$ cat src/rtl/iic_pkg.sv
// iic_pkg: shared types and widths for the iic_master transaction arbiter
package iic_pkg;
  localparam int ADDR_W = 7;
  localparam int DATA_W = 8;
  localparam logic RW_WRITE = 1'b0;
  localparam logic RW_READ = 1'b1;
  typedef enum logic [2:0] {IDLE, ISSUE, WAIT_DONE, RESP, ABORT} state_t;
endpackage

$ cat src/rtl/iic_rr_pick.sv
// iic_rr_pick: combinational round-robin picker searching upward from last+1 with wrap
//   req  : request vector        last : index granted previously
//   gnt  : one-hot winner (0 when no request)   idx : binary winner index
module iic_rr_pick #(
  parameter int N = 4
) (
  input  logic [N-1:0] req,
  input  logic [2:0]   last,
  output logic [N-1:0] gnt,
  output logic [2:0]   idx
);
  logic [N-1:0] hi;
  logic [N-1:0] sel;
  always_comb begin
    for (int i = 0; i < N; i++) hi[i] = req[i] && (3'(i) > last);
    sel = (|hi) ? hi : req;
    gnt = sel & -sel;
    idx = '0;
    for (int i = 0; i < N; i++) idx = gnt[i] ? 3'(i) : idx;
  end
endmodule

$ cat src/rtl/iic_txn_arbiter.sv
// iic_txn_arbiter: round-robin sequencer sharing one iic_master between NUM_REQ requesters
//   req_*  : per-requester command in, req_ready one-hot accept pulse
//   rsp_*  : one-hot completion pulse to the owner with read byte and timeout flag
//   m_*    : iic_master control; m_abort is ORed into the master reset
//   owner  : current or last granted requester
module iic_txn_arbiter
  import iic_pkg::*;
#(
  parameter int NUM_REQ     = 4,
  parameter int TIMEOUT_CYC = 4096,
  parameter int ABORT_CYC   = 2
) (
  input  logic                      clk,
  input  logic                      rst,
  input  logic [NUM_REQ-1:0]        req_valid,
  input  logic [NUM_REQ-1:0]        req_rw,
  input  logic [ADDR_W*NUM_REQ-1:0] req_addr,
  input  logic [DATA_W*NUM_REQ-1:0] req_wdata,
  output logic [NUM_REQ-1:0]        req_ready,
  output logic [NUM_REQ-1:0]        rsp_valid,
  output logic [DATA_W-1:0]         rsp_rdata,
  output logic                      rsp_timeout,
  output logic                      m_start,
  output logic                      m_rw,
  output logic [ADDR_W-1:0]         m_addr,
  output logic [DATA_W-1:0]         m_wdata,
  input  logic [DATA_W-1:0]         m_rdata,
  input  logic                      m_busy,
  input  logic                      m_done,
  output logic                      m_abort,
  output logic [2:0]                owner
);
  localparam int WW = $clog2(TIMEOUT_CYC);
  state_t state, nxt;
  logic [NUM_REQ-1:0] gnt;
  logic [2:0] pick, last, owner_q;
  logic [WW-1:0] wd;
  logic rw_q, to_q, sel_rw;
  logic [ADDR_W-1:0] addr_q, sel_addr;
  logic [DATA_W-1:0] wdata_q, rdata_q, sel_wdata;
  logic expire, abort_end;
  iic_rr_pick #(.N(NUM_REQ)) u_pick (
    .req (req_valid),
    .last(last),
    .gnt (gnt),
    .idx (pick)
  );
  // wd holds the count of WAIT_DONE cycles already completed, so the
  // incremented value reaching TIMEOUT_CYC-1 is this compare against -2
  assign expire = wd == WW'(TIMEOUT_CYC - 2);
  assign abort_end = wd == WW'(ABORT_CYC - 1);
  always_comb begin
    sel_rw = |(req_rw & gnt);
    sel_addr = '0;
    sel_wdata = '0;
    for (int i = 0; i < NUM_REQ; i++) begin
      sel_addr = sel_addr | (gnt[i] ? req_addr[ADDR_W*i +: ADDR_W] : '0);
      sel_wdata = sel_wdata | (gnt[i] ? req_wdata[DATA_W*i +: DATA_W] : '0);
    end
  end
  always_ff @(posedge clk) state <= rst ? IDLE : nxt;
  always_comb begin
    nxt = state;
    unique case (state)
      IDLE:      nxt = (|req_valid) ? ISSUE : IDLE;
      ISSUE:     nxt = WAIT_DONE;
      WAIT_DONE: nxt = m_done ? RESP : expire ? ABORT : WAIT_DONE;
      ABORT:     nxt = abort_end ? RESP : ABORT;
      default:   nxt = IDLE;
    endcase
  end
  always_comb begin
    req_ready = (state == IDLE) ? gnt : '0;
    m_start = state == ISSUE;
    m_abort = state == ABORT;
    rsp_valid = (state == RESP) ? {{(NUM_REQ-1){1'b0}}, 1'b1} << owner_q : '0;
    rsp_timeout = (state == RESP) && to_q;
    rsp_rdata = rdata_q;
    m_rw = rw_q;
    m_addr = addr_q;
    m_wdata = wdata_q;
    owner = owner_q;
  end
  always_ff @(posedge clk) begin
    if (rst) begin
      rw_q <= 1'b0;
      addr_q <= '0;
      wdata_q <= '0;
      rdata_q <= '0;
      to_q <= 1'b0;
      owner_q <= '0;
      last <= 3'(NUM_REQ - 1);
      wd <= '0;
    end else begin
      if (state == IDLE && |req_valid) begin
        rw_q <= sel_rw;
        addr_q <= sel_addr;
        wdata_q <= sel_wdata;
        owner_q <= pick;
        last <= pick;
      end
      // one counter serves as watchdog in WAIT_DONE and as hold timer in ABORT
      wd <= ((state == WAIT_DONE || state == ABORT) && nxt == state) ? wd + WW'(1) : '0;
      if (state == WAIT_DONE && m_done) begin
        rdata_q <= m_rdata;
        to_q <= 1'b0;
      end else if (state == WAIT_DONE && expire) begin
        rdata_q <= '0;
        to_q <= 1'b1;
      end
    end
  end
  a_busy_idle: assert property (@(posedge clk) disable iff (rst) !(m_busy && state == IDLE));
endmodule

$ cat config.mk
export PLATFORM = sky130hd
export DESIGN_NAME = iic_txn_arbiter
export DESIGN_NICKNAME = d
export VERILOG_FILES = /design/src/rtl/iic_pkg.sv /design/src/rtl/iic_rr_pick.sv /design/src/rtl/iic_txn_arbiter.sv
export SDC_FILE = /design/constraint.sdc
export NUM_CORES = 1
export LEC_CHECK = 0
export ABC_CLOCK_PERIOD_IN_PS = 2100
export CORE_MARGIN = 1
export CORE_UTILIZATION = 43
export CTS_CLUSTER_SIZE = 10
export DETAILED_ROUTE_END_ITERATION = 16
export PLACE_DENSITY = 0.88
export RECOVER_POWER = 100
export REMOVE_ABC_BUFFERS = 1
export SYNTH_ARGS = -nofsm -noshare
export SYNTH_HDL_FRONTEND = slang
export SYNTH_SLANG_ARGS = --single-unit
$ cat constraint.sdc
create_clock -name clk -period 2.1 [get_ports clk]
set_input_delay 0.315 -clock clk [delete_from_list [all_inputs] [get_ports clk]]
set_output_delay 0.315 -clock clk [all_outputs]
set_load 0.01 [all_outputs]
==> results.py <==
metrics = {
    "status": {
        "outcome": "completed",
    },
    "floorplan": {
        "die_w_um": 81.3,
        "row_count": 28,
        "io_pins": 118,
        "dieArea_um2": 6620,
        "initial_core_util_pct": 45.2,
        "die_h_um": 81.3,
        "coreArea_um2": 5990,
    },
    "pwr": {
        "powerDensity_nw_per_um2": 653,
        "p_leak_nw": 1.58,
        "peakVddDrop_uv": 510,
    },
    "yosys": {
        "synth.top_cell.area_share_pct": 32.5,
        "synth.distinct_cells": 48,
        "synth_top_cells_by_count": "nand2_1 (55), dfxtp_1 (44), a211oi_1 (33)",
        "synth-seq-cells": 44,
        "synth_top_family_by_area": "compound AO/OA/AOI/OAI gates",
        "avgSynthCellArea_um2": 7.67,
        "syn_area_um2": 2710,
        "synth-adder-area-share_pct": 1.39,
        "synth_edf_count": 0,
        "yosys-mux-area-fraction_pct": 0,
        "postSynthCellCount": 353,
        "synth-simple-area-share_pct": 26.9,
        "synth-async-reset-ratio_pct": 0,
        "synth_compound_area_share_pct": 28.0,
        "yosysWarnings": 0,
        "synth.area.top_cells": "dfxtp_1 (33%), a211oi_1 (9.2%), nand2_1 (7.6%), a311oi_1 (5.2%), o211ai_1 (4.7%)",
        "synth_area_leader_cell": "dfxtp_1",
        "synthXorXnorAreaFrac_pct": 3.56,
        "synth.most_common_cell": "nand2_1",
        "ys_seq_area_share_pct": 32.5,
        "ys.flop_type": "dfxtp_1",
    },
    "sta": {
        "period_needed_ns": 2.10,
        "hold_violations": 0,
        "finalCritPeriodShare_pct": 99.9,
        "slew_viol_final": 0,
        "finalClockSkew_ns": 0.00417,
        "setup_viol": 0,
        "holdWs_ns": 0.465,
        "rsz0062_at_grt": "yes",
        "clock.fmax_mhz": 477,
    },
    "cts": {
        "htreeDepth": 2,
        "cts_root_buf": "clkbuf_8",
        "clock-sinks": 44,
        "worstSkewPairLatency_ns": 0.30,
        "cts.clk_slew.worst_paths_ns": 0.09,
        "cts_tree": "done",
        "hold_buffers": 0,
        "cts_made_buffers": 5,
        "max-clock-path-buffers": 2,
    },
    "detailed_routing": {
        "vias": 3220,
        "ant_nets": 0,
        "post_drt_via_cell_ratio": 5.97,
        "drt_iter0_markers": 251,
        "dr.pass1.iters": 5,
        "drt_wl_total_um": 9280,
        "wl_per_cell_um": 17.2,
        "drc": 0,
    },
    "placement": {
        "gp_congestion": 0.897,
        "dpl-instance-area_um2": 3980,
        "port_buffers": 115,
        "post-dp-hpwl_um": 6530,
    },
    "finish": {
        "nets": 546,
        "diodes": 0,
        "utilization_pct": 68.7,
        "filler_cell_count": 492,
        "final_area_um2": 4110,
        "seq_area_um2": 883,
        "final_layout_size_suffix_gt1_share_pct": 9.70,
        "synthToLayoutAreaGrowth_pct": 52.0,
        "multiInputGateArea_um2": 1650,
    },
    "critical_path": {
        "endpoint_kind": "primary output",
        "cp_data_arrival_time_ns": 1.78,
        "crit_type": "reg2out",
        "start_kind": "register",
        "cp.required_ns": 1.78,
        "crit_fanout": 9,
    },
    "job": {
        "cap_viol_max_count": 0,
    },
    "grt": {
        "grt_max_degree": 33,
        "antenna_found_initial": 0,
        "overflow": 0,
        "grt_pass1_vias": 2974,
        "grt_pass1_wl_um": 14200,
        "grtUsageTotal_pct": 28.1,
    },
    "worst_hold_path": {
        "hp-class": "reg2reg",
    },
}
[metal layers]
metal	vias up	track usage [%]	share of wire, %
li1	1523	-	-
met1	1522	36.3	42
met2	144	44.0	47
met3	31	4.49	6.9
met4	0	15.9	4.0
met5	-	0	0
[registers in the layout, indices dropped and copies added, names as in the netlist]
register / count
last: 2
owner: 2
m_rw: 1
wd: 12
m_wdata: 8
m_addr: 7
state: 3
to_q: 1
rsp_rdata: 8
[cells in the final DEF, fill, tap and decap left out, types with 11 or more instances in the layout]
| cell | count |
|---|---|
| nand2_1 | 54 |
| and3_1 | 17 |
| dlygate4sd2_1 | 11 |
| nor3_1 | 17 |
| clkdlybuf4s50_1 | 78 |
| a311oi_1 | 16 |
| a211oi_1 | 32 |
| dfxtp_1 | 42 |
| dlygate4sd3_1 | 26 |
| o211ai_1 | 17 |
| buf_4 | 20 |
| nor2_1 | 21 |
[metrics by stage]
stage	std cells	setup WS (ns)	TNS [ns]	power [W]
finish	539	0.00138	0	0.00268
global route	539	-0.0604	-0.338	0.00282
CTS	539	0.0117	0	0.00272
detailed placement	530	-0.229	-3.43	0.00201
global placement	530	-0.196	-1.24	0.00199
floorplan	315	-0.183	-2.15	0.00143
[cell type report]
class	instances	area share, %
Tap cell	75	2.28
Inverter	7	0.639
Sequential cell	44	21.5
Multi-Input combinational cell	264	40.1
Clock buffer	6	2.01
Timing Repair Buffer	141	32.5
Clock inverter	2	0.943
[worst max-delay path, stage by stage, from the launching register on]
cell	delay [ns]
dfxtp_1	0.34
buf_4	0.17
nor3b_1	0.34
clkdlybuf4s50_1	0.63
[what timing repair did]
action,CTS,global route
endpoints found under the setup margin,10,4
gates resized for setup,21,0
buffers inserted,1,0
pin swaps,2,1
hold endpoints to repair,0,0
[power breakdown]
group	switching, W	internal [W]
Clock	0.000312	0.000389
Combinational	0.000507	0.000491
Sequential	0.0000633	0.000922
[final timing paths]
check / cells past startpoint / startpoint / slack [ns] / endpoint
worst max register to register: 4 / wd[4] / 0.27 / state[2]
worst min-delay path: 1 / to_q / 0.47 / to_q
worst max-delay path: 3 / state[0] / 0.001 / m_start
worst min register to register: 1 / to_q / 0.47 / to_q
[cells by family after synthesis]
kind of cell	count (synthesis)
and+or+nand+nor	146
buffers and inverters	45
AOI/OAI and AO/OA	103
xor gates and xnor gates	11
adders and majority gates	3
other	1
DFF	44
Note: power is estimated with default switching activity, not from simulation.
